===== config.mk =====
export PLATFORM = sky130hd
export DESIGN_NAME = alu_operand_fetch
export DESIGN_NICKNAME = d
export VERILOG_FILES = /design/src/rtl/alu_pkg.sv /design/src/rtl/alu_regfile.sv /design/src/rtl/alu_operand_fetch.sv
export SDC_FILE = /design/constraint.sdc
export NUM_CORES = 1
export LEC_CHECK = 0
export ABC_CLOCK_PERIOD_IN_PS = 6500
export CORE_ASPECT_RATIO = 1.4
export CORE_MARGIN = 1
export CORE_UTILIZATION = 50
export CTS_CLUSTER_DIAMETER = 120
export CTS_CLUSTER_SIZE = 30
export DETAILED_ROUTE_END_ITERATION = 6
export GPL_TIMING_DRIVEN = 0
export PLACE_DENSITY_LB_ADDON = 0.12
export SYNTH_ARGS = -nofsm -noshare
export SYNTH_HDL_FRONTEND = slang
export SYNTH_SLANG_ARGS = --single-unit

===== constraint.sdc =====
create_clock -name clk -period 6.5 [get_ports clk]
set_clock_uncertainty 0.1 [all_clocks]
set_input_delay 1.3 -clock clk [delete_from_list [all_inputs] [get_ports clk]]
set_output_delay 1.3 -clock clk [all_outputs]
set_load 0.1 [all_outputs]

===== src/rtl/alu_pkg.sv =====
// Shared constants and decoded-instruction type for the ALU operand fetch stage.
package alu_pkg;

   localparam int DATA_W  = 32;
   localparam int NREGS   = 8;
   localparam int REG_AW  = 3;
   localparam int IMM_W   = 16;
   localparam int INSTR_W = 32;

   localparam logic [2:0] OP_ADD = 3'h0;
   localparam logic [2:0] OP_SUB = 3'h1;
   localparam logic [2:0] OP_MUL = 3'h2;
   localparam logic [2:0] OP_DIV = 3'h3;
   localparam logic [2:0] OP_AND = 3'h4;
   localparam logic [2:0] OP_OR  = 3'h5;
   localparam logic [2:0] OP_NOT = 3'h6;
   localparam logic [2:0] OP_XOR = 3'h7;

   // Instruction word field positions
   localparam int OP_MSB  = 31;
   localparam int OP_LSB  = 29;
   localparam int RD_MSB  = 28;
   localparam int RD_LSB  = 26;
   localparam int RS1_MSB = 25;
   localparam int RS1_LSB = 23;
   localparam int RS2_MSB = 22;
   localparam int RS2_LSB = 20;
   localparam int ISEL_BIT = 19;
   localparam int IMM_MSB = 15;
   localparam int IMM_LSB = 0;

   typedef struct packed {
      logic [2:0]        op;
      logic [REG_AW-1:0] rd;
      logic [REG_AW-1:0] rs1;
      logic [REG_AW-1:0] rs2;
      logic              imm_sel;
      logic [IMM_W-1:0]  imm;
   } instr_t;

   function automatic logic [DATA_W-1:0] sext_imm(input logic [IMM_W-1:0] imm);
      return {{(DATA_W-IMM_W){imm[IMM_W-1]}}, imm};
   endfunction

endpackage


===== src/rtl/alu_regfile.sv =====
// 2-read / 1-write register file; r0 reads zero, reads see a same-cycle write.
module alu_regfile #(
   parameter int DATA_W = 32,
   parameter int NREGS  = 8,
   parameter int REG_AW = $clog2(NREGS)
) (
   input  logic              clk,
   input  logic              rst_n,
   input  logic              we_i,
   input  logic [REG_AW-1:0] waddr_i,
   input  logic [DATA_W-1:0] wdata_i,
   input  logic [REG_AW-1:0] raddr1_i,
   input  logic [REG_AW-1:0] raddr2_i,
   output logic [DATA_W-1:0] rdata1_o,
   output logic [DATA_W-1:0] rdata2_o
);

   logic [NREGS-1:0][DATA_W-1:0] regs_q;

   // Storage: r0 is never written so it stays at its reset value of zero
   always_ff @(posedge clk or negedge rst_n) begin
      if (!rst_n)                        regs_q <= '0;
      else if (we_i && waddr_i != '0)    regs_q[waddr_i] <= wdata_i;
   end

   // Read ports with write-first bypass; index 0 always reads zero
   always_comb begin
      rdata1_o = '0;
      rdata2_o = '0;
      if (raddr1_i != '0)
         rdata1_o = (we_i && waddr_i == raddr1_i) ? wdata_i : regs_q[raddr1_i];
      if (raddr2_i != '0)
         rdata2_o = (we_i && waddr_i == raddr2_i) ? wdata_i : regs_q[raddr2_i];
   end

endmodule


===== src/rtl/alu_operand_fetch.sv =====
// Issue stage: decode, scoreboard hazard check, operand read and ALU output register.
module alu_operand_fetch
   import alu_pkg::*;
(
   input  logic              clk,
   input  logic              rst_n,
   input  logic              in_valid,
   output logic              in_ready,
   input  logic [31:0]       in_instr,
   output logic              out_valid,
   input  logic              out_ready,
   output logic [2:0]        out_operation,
   output logic [DATA_W-1:0] out_op1,
   output logic [DATA_W-1:0] out_op2,
   output logic [REG_AW-1:0] out_rd,
   input  logic              wb_en,
   input  logic [REG_AW-1:0] wb_addr,
   input  logic [DATA_W-1:0] wb_data
);

   instr_t            ins;
   logic [DATA_W-1:0] rs1_val, rs2_val;
   logic              raw1, raw2, waw, hazard, accept;
   logic [NREGS-1:0]  pend_q, pend_d;
   logic              valid_q, valid_d;
   logic [2:0]        op_q, op_d;
   logic [DATA_W-1:0] op1_q, op1_d, op2_q, op2_d;
   logic [REG_AW-1:0] rd_q, rd_d;
   logic              unused_bits;

   assign ins.op      = in_instr[OP_MSB:OP_LSB];
   assign ins.rd      = in_instr[RD_MSB:RD_LSB];
   assign ins.rs1     = in_instr[RS1_MSB:RS1_LSB];
   assign ins.rs2     = in_instr[RS2_MSB:RS2_LSB];
   assign ins.imm_sel = in_instr[ISEL_BIT];
   assign ins.imm     = in_instr[IMM_MSB:IMM_LSB];
   assign unused_bits = ^in_instr[18:16];

   alu_regfile #(.DATA_W(DATA_W), .NREGS(NREGS), .REG_AW(REG_AW)) u_rf (
      .clk      (clk),
      .rst_n    (rst_n),
      .we_i     (wb_en),
      .waddr_i  (wb_addr),
      .wdata_i  (wb_data),
      .raddr1_i (ins.rs1),
      .raddr2_i (ins.rs2),
      .rdata1_o (rs1_val),
      .rdata2_o (rs2_val)
   );

   // Hazards: a pending source/destination is fine if its writeback lands this cycle
   always_comb begin
      raw1   = (ins.rs1 != '0) && pend_q[ins.rs1] && !(wb_en && wb_addr == ins.rs1);
      raw2   = !ins.imm_sel && (ins.op != OP_NOT) && (ins.rs2 != '0) && pend_q[ins.rs2]
               && !(wb_en && wb_addr == ins.rs2);
      waw    = (ins.rd != '0) && pend_q[ins.rd] && !(wb_en && wb_addr == ins.rd);
      hazard = raw1 | raw2 | waw;
   end

   assign in_ready = rst_n & (~valid_q | out_ready) & ~hazard;
   assign accept   = in_valid & in_ready;

   // Scoreboard next state: writeback clears, a new producer sets (set wins)
   always_comb begin
      pend_d = pend_q;
      if (wb_en)  pend_d[wb_addr] = 1'b0;
      if (accept) pend_d[ins.rd]  = 1'b1;
      pend_d[0] = 1'b0;
   end

   // Output register next state: load on accept, hold under backpressure
   always_comb begin
      valid_d = valid_q;
      op_d    = op_q;
      op1_d   = op1_q;
      op2_d   = op2_q;
      rd_d    = rd_q;
      if (accept) begin
         valid_d = 1'b1;
         op_d    = ins.op;
         op1_d   = rs1_val;
         op2_d   = ins.imm_sel ? sext_imm(ins.imm) : rs2_val;
         rd_d    = ins.rd;
      end else if (out_ready) begin
         valid_d = 1'b0;
      end
   end

   // State registers
   always_ff @(posedge clk or negedge rst_n) begin
      if (!rst_n) begin
         pend_q  <= '0;
         valid_q <= 1'b0;
         op_q    <= '0;
         op1_q   <= '0;
         op2_q   <= '0;
         rd_q    <= '0;
      end else begin
         pend_q  <= pend_d;
         valid_q <= valid_d;
         op_q    <= op_d;
         op1_q   <= op1_d;
         op2_q   <= op2_d;
         rd_q    <= rd_d;
      end
   end

   assign out_valid     = valid_q;
   assign out_operation = op_q;
   assign out_op1       = op1_q;
   assign out_op2       = op2_q;
   assign out_rd        = rd_q;

endmodule


# After elaboration in Yosys (flattened, before gate mapping)
# Cells that the tools add are included.
# W data, S select, Z words.
# totals
regBits,334
in_bits,72
output_inout_bits,72
wordCells,84
# op_classes
n_lt_le_gt_ge,6
n_eq_ne,4
n_mux,26
bitwise_logic,11
n_reduce_logical,23
# ops
cell,n
$bwmux W256,1
$mux W32,8
$bmux W32 S3,2
$demux W32 S3,1
$lt A3 B4 Y1 const B,4
$mux W8,2
$logic_and A1 B1 Y1,14
$reduce_bool A3 Y1,4
$bmux W1 S3,3
$eq A3 B3 Y1,3
$and A8 B8 Y8,1
$not A8 Y8,1
$or A8 B8 Y8,1
$mux W1,7
$demux W1 S3,2
$ge A3 B1 Y1 const B,2
$logic_not A1 Y1,4
$and A1 B1 Y1,3
$ne A3 B3 Y1 const B,1
$or A1 B1 Y1,3
$not A1 Y1,2
$reduce_bool A2 Y1,1

# Longest topological paths before layout
# depth
word_depth,11
mapped_depth,10
ltp_nobuf,5

# Cells and area by module
# From an unflattened synthesis, not the netlist that was laid out.
# hier_totals
cells_unflattened,1364
area_unflattened_um2,15879.0
# by_module_without_submodules
mod,instances,cells_each,area_per_inst_um2,seq_area_each_um2
alu_regfile,1,1061,12253.0,5605.4
alu_operand_fetch,1,303,3626.0,1951.9

# Worst setup path after synthesis
# No wires, ideal clock.
# synth_path
kind,input port to output port
startpoint,input port in_instr[23]
endpoint,output port in_ready
arrival_ps,3486
slack_ps,1614
path_stages,5
n_path_buf,1
path_cell_list,buf_6 > mux2_4 > a221o_1 > a41o_1 > nor2_1
# synth_via
elab_chain_cells,8
word_cells_on_any_way,12
cone_classes,eq/ne: 1; mux: 2; bitwise: 4; reduce/logical: 5
# synth_rtl
item,line_no,source
"start, declared",alu_operand_fetch.sv:9,"input logic [31:0] in_instr,"
$bmux W1 S3 / $eq A3 B3 Y1 (equally long branches),alu_operand_fetch.sv:53,raw1 = (ins.rs1 != '0) && pend_q[ins.rs1] && !(wb_en && wb_addr == ins.rs1);
$mux W1 (implied by the code) / $logic_and A1 B1 Y1 (equally long branches),alu_operand_fetch.sv:53,
$logic_and A1 B1 Y1 / $logic_not A1 Y1 (equally long branches),alu_operand_fetch.sv:53,
$logic_and A1 B1 Y1 (*),alu_operand_fetch.sv:53,
$or A1 B1 Y1 (*) (2 in a row),alu_operand_fetch.sv:57,hazard = raw1 | raw2 | waw;
$not A1 Y1 (*),alu_operand_fetch.sv:60,assign in_ready = rst_n & (~valid_q | out_ready) & ~hazard;
$and A1 B1 Y1 (*),alu_operand_fetch.sv:60,
"end, declared",alu_operand_fetch.sv:8,"output logic in_ready,"
# Mark *: on every way between the ends. The rest lies on a longest branch, timed or not. The select of a mux whose other input is x is not followed.

# Worst setup path after layout
# layout_path
startpoint,input port in_instr[20]
endpoint,output port in_ready
# layout_via
elab_chain_cells,8
word_cells_on_any_way,13
cone_classes,eq/ne: 1; mux: 2; bitwise: 4; reduce/logical: 6
# layout_rtl
item,line_no,source
"$bmux W1 S3, or another cell as far along",alu_operand_fetch.sv:54,raw2 = !ins.imm_sel && (ins.op != OP_NOT) && (ins.rs2 != '0) && pend_q[ins.rs2]
"$mux W1 (implied by the code), or another cell as far along",alu_operand_fetch.sv:54,
$logic_and A1 B1 Y1 / $logic_not A1 Y1 (equally long branches),"alu_operand_fetch.sv:54, alu_operand_fetch.sv:55",
$logic_and A1 B1 Y1 (*),alu_operand_fetch.sv:55,&& !(wb_en && wb_addr == ins.rs2);
$or A1 B1 Y1 (*) (2 in a row),alu_operand_fetch.sv:57,
$not A1 Y1 (*),alu_operand_fetch.sv:60,
$and A1 B1 Y1 (*),alu_operand_fetch.sv:60,
# Marked as above.

==> run summary <==
========================================================================================================
Global-route wire length before repair                                                         76,700 um
Final-stage net count                                                                              1,576
Mapped Nets                                                                                        1,428
Post-CTS clock slew at the launch and capture registers of the worst setup and hold paths        0.11 ns
Commonest non-fill, non-tap cell in the layout                                              sky130_fd_sc_hd__mux2_2
Leakage Power                                                                                    7.65 nW
Number of synthesized register bits                                                                  302
Commonest non-fill, non-tap cells in the layout                                             sky130_fd_sc_hd__mux2_2, sky130_fd_sc_hd__dfrtp_1, sky130_fd_sc_hd__clkdlybuf4s50_1
Async SR Flop Fraction                                                                              100%
Maximum Capacitance Violations                                                                         0
Minimum clock period                                                                             5.60 ns
Number of antenna violations at the first check in global routing                                      1
Number of antenna-violating nets in the routed design                                                  0
Endpoint class of the critical path                                                          output port
Number of enable flip-flop cells after synthesis                                                       0
Number of violations reported at the end of detailed-routing iteration 0                             789
Routed len/inst                                                                                  26.1 um
Maximum operating frequency                                                                      179 MHz
Largest net degree at the start of global routing                                                    122
Remaining routing DRC violations                                                                       0
Measured slew at the worst slew-check pin                                                        1.06 ns
Synthesized instance count                                                                         1,356
Vias per Instance                                                                                   6.50
Final setup slack of the worst path                                                             0.904 ns
Syn_area_per_cell                                                                              11.8 um^2
GPL Wtd Cong                                                                                       0.924
Crit path kind                                                                                    in2out
Starting utilization of the core area                                                              50.6%
Largest fanout on the critical path                                                                    7
Number of different library cells in the post-synthesis netlist                                       47
Filler cells                                                                                       2,745
Overflow left after global routing                                                                     0
IR drop worst, VDD                                                                              0.334 mV
Overall die width                                                                                 153 um
Sinks on Clock Net                                                                                   302
CTS buffer count                                                                                      14
Period utilization                                                                                 86.1%
Critical path startpoint category                                                              input pin
Total GRT Usage                                                                                    30.9%
Top-level port count                                                                                 144
Post-cts repair resize count                                                                           0
Max Transition Viols Final                                                                             0
Clock insertion delay at the later pin of the skew report                                        0.52 ns
Sequential cell area                                                                           7560 um^2
Half-perimeter wire length after placement                                                     34,000 um
Worst hold-check path type                                                                       reg2reg
Setup Fix Bufs, Post-CTS                                                                               0
Leading register cell type out of synthesis                                                 sky130_fd_sc_hd__dfrtp_1
Area of the placeable core                                                                   31,500 um^2
Final cell utilization of the core                                                                 57.8%
H-tree Lvls                                                                                            1
ANT cells                                                                                              0
Count of vias placed by the detailed router                                                       12,352
Critical Path AT                                                                                 4.20 ns
Yosys Warn Count                                                                                       0
Total detailed-routing wirelength                                                              49,700 um
Outcome                                                                                     finished clean
Power per cell area                                                                          390 nW/um^2
Fraction of layout instances using a drive strength above 1                                        24.7%
Row cnt                                                                                               77
Slew headroom                                                                                      28.2%
Unrepaired setup endpoints after global routing                                                    false
Bufs on Longest Clock Path                                                                             3
Hold bufs inserted after CTS                                                                           0
Vert. Die Dim                                                                                     213 um
Hold Vio Cnt, Final                                                                                    0
Final worst hold slack                                                                          0.414 ns
Multi-input logic area                                                                         7670 um^2
TritonCTS clock tree                                                                                 yes
First-pass detailed-route iteration total                                                              6
Number of global-route vias before repair                                                         12,860
Clock root buffer master                                                                    sky130_fd_sc_hd__clkbuf_16
Required time at the worst-slack endpoint                                                        5.10 ns
Worst slack, placed                                                                             0.949 ns
Area growth syn-to-layout                                                                          14.2%
Die ar.                                                                                      32,600 um^2
Buffers added on ports                                                                               130
Total setup violations reported at the end of the flow                                                 0
Syn Std Cell Area                                                                            16,000 um^2
Sequential element share of the synthesized area                                                   47.4%
========================================================================================================
flip-flops by register name, summed over array words and instances (netlist names):
signal         count
pend_q             7
out_rd             3
out_op2           32
u_rf.regs_q      224
out_operation      3
out_valid          1
out_op1           32
synth_stat cells (2+ instances only):
library cell | instances | area (um^2)
sky130_fd_sc_hd__a21oi_1 | 32 | 160
sky130_fd_sc_hd__a221o_1 | 3 | 30.0
sky130_fd_sc_hd__a221oi_1 | 31 | 272
sky130_fd_sc_hd__a32oi_1 | 15 | 131
sky130_fd_sc_hd__and2_1 | 32 | 200
sky130_fd_sc_hd__and4_1 | 2 | 17.5
sky130_fd_sc_hd__buf_1 | 16 | 60.1
sky130_fd_sc_hd__buf_2 | 8 | 40.0
sky130_fd_sc_hd__buf_4 | 9 | 67.6
sky130_fd_sc_hd__buf_6 | 3 | 33.8
sky130_fd_sc_hd__clkbuf_1 | 95 | 357
sky130_fd_sc_hd__dfrtp_1 | 302 | 7560
sky130_fd_sc_hd__inv_1 | 38 | 143
sky130_fd_sc_hd__mux2_2 | 315 | 3550
sky130_fd_sc_hd__mux2_4 | 13 | 195
sky130_fd_sc_hd__mux2i_1 | 36 | 360
sky130_fd_sc_hd__nand2_1 | 79 | 297
sky130_fd_sc_hd__nand2b_1 | 6 | 37.5
sky130_fd_sc_hd__nand3_1 | 18 | 90.1
sky130_fd_sc_hd__nand4_1 | 2 | 12.5
sky130_fd_sc_hd__nand4b_1 | 3 | 26.3
sky130_fd_sc_hd__nor2_1 | 4 | 15.0
sky130_fd_sc_hd__nor3_1 | 4 | 20.0
sky130_fd_sc_hd__nor4bb_1 | 2 | 20.0
sky130_fd_sc_hd__o211a_1 | 31 | 310
sky130_fd_sc_hd__o21ai_0 | 34 | 170
sky130_fd_sc_hd__o221ai_1 | 32 | 280
sky130_fd_sc_hd__o22a_1 | 63 | 552
sky130_fd_sc_hd__o22ai_1 | 68 | 425
sky130_fd_sc_hd__o311ai_0 | 17 | 149
sky130_fd_sc_hd__o31ai_1 | 19 | 143
sky130_fd_sc_hd__xnor2_1 | 9 | 78.8
worst paths after layout:
kind	from	to	slack, ns	depth (start not counted)
min	out_op1[12]	out_op1[12]	0.41	1
max reg2reg	pend_q[7]	out_op1[22]	3.92	8
min in group asynchronous	rst_n	u_rf.regs_q[252]	0.60	1
max	in_instr[20]	in_ready	0.90	8
max in group asynchronous	rst_n	u_rf.regs_q[183]	4.07	3
min reg2reg	out_op1[12]	out_op1[12]	0.41	1
routing by layer:
layer  wire (um)  vias to the layer above  track usage, %  share of wire [%]
li1            -                     5404               -                  -
met5          13                        -               0              0.026
met1       19800                     6298            38.7                 40
met4        2020                        2            14.0                4.1
met3        3130                      128            3.82                6.3
met2       24700                      520            53.8                 50
stage by stage:
step                area (um^2)  setup TNS, ns  std cells  total power, mW
detailed placement        17800              0       1883             6.07
finish                    18200              0       1899             7.10
CTS                       18200              0       1899             7.12
global placement          17700       -3474.08       1881             6.02
global route              18200              0       1899             7.39
floorplan                 16000              0       1356             5.21
logic make-up (layout without fill, tap and decap cells):
logic type / count (synthesis) / after routing / share of synthesized area [%]
DFF: 302 / 302 / 47.4
muxes: 365 / 365 / 25.9
xor gates and xnor gates: 9 / 9 / 0.494
AOI/OAI and AO/OA: 351 / 351 / 16.8
buffers and inverters: 171 / 319 / 4.54
and+or+nand+nor: 158 / 158 / 4.91
layout make-up:
type / count / area share (%)
multi-input combinational: 883 / 42.1
inverter: 39 / 0.804
buffer: 132 / 3.17
sequential: 302 / 41.5
clock buffer: 15 / 2.06
timing repair buffer: 132 / 7.47
tap: 395 / 2.71
clock inverter: 1 / 0.165
worst max-delay path, cell delays in order:
cell	delay [ns]
sky130_fd_sc_hd__clkdlybuf4s50_1	0.60
sky130_fd_sc_hd__xnor2_1	0.14
sky130_fd_sc_hd__and4_1	0.19
sky130_fd_sc_hd__clkbuf_1	0.45
sky130_fd_sc_hd__or4_1	0.22
sky130_fd_sc_hd__nand2_1	0.06
sky130_fd_sc_hd__nor2_1	0.09
sky130_fd_sc_hd__clkdlybuf4s50_1	1.15
where the power goes:
part	internal [mW]	switching (mW)
combinational	1.08	2.21
clock	0.428	0.631
sequential	2.40	0.357
(Power assumes the default switching activity.)
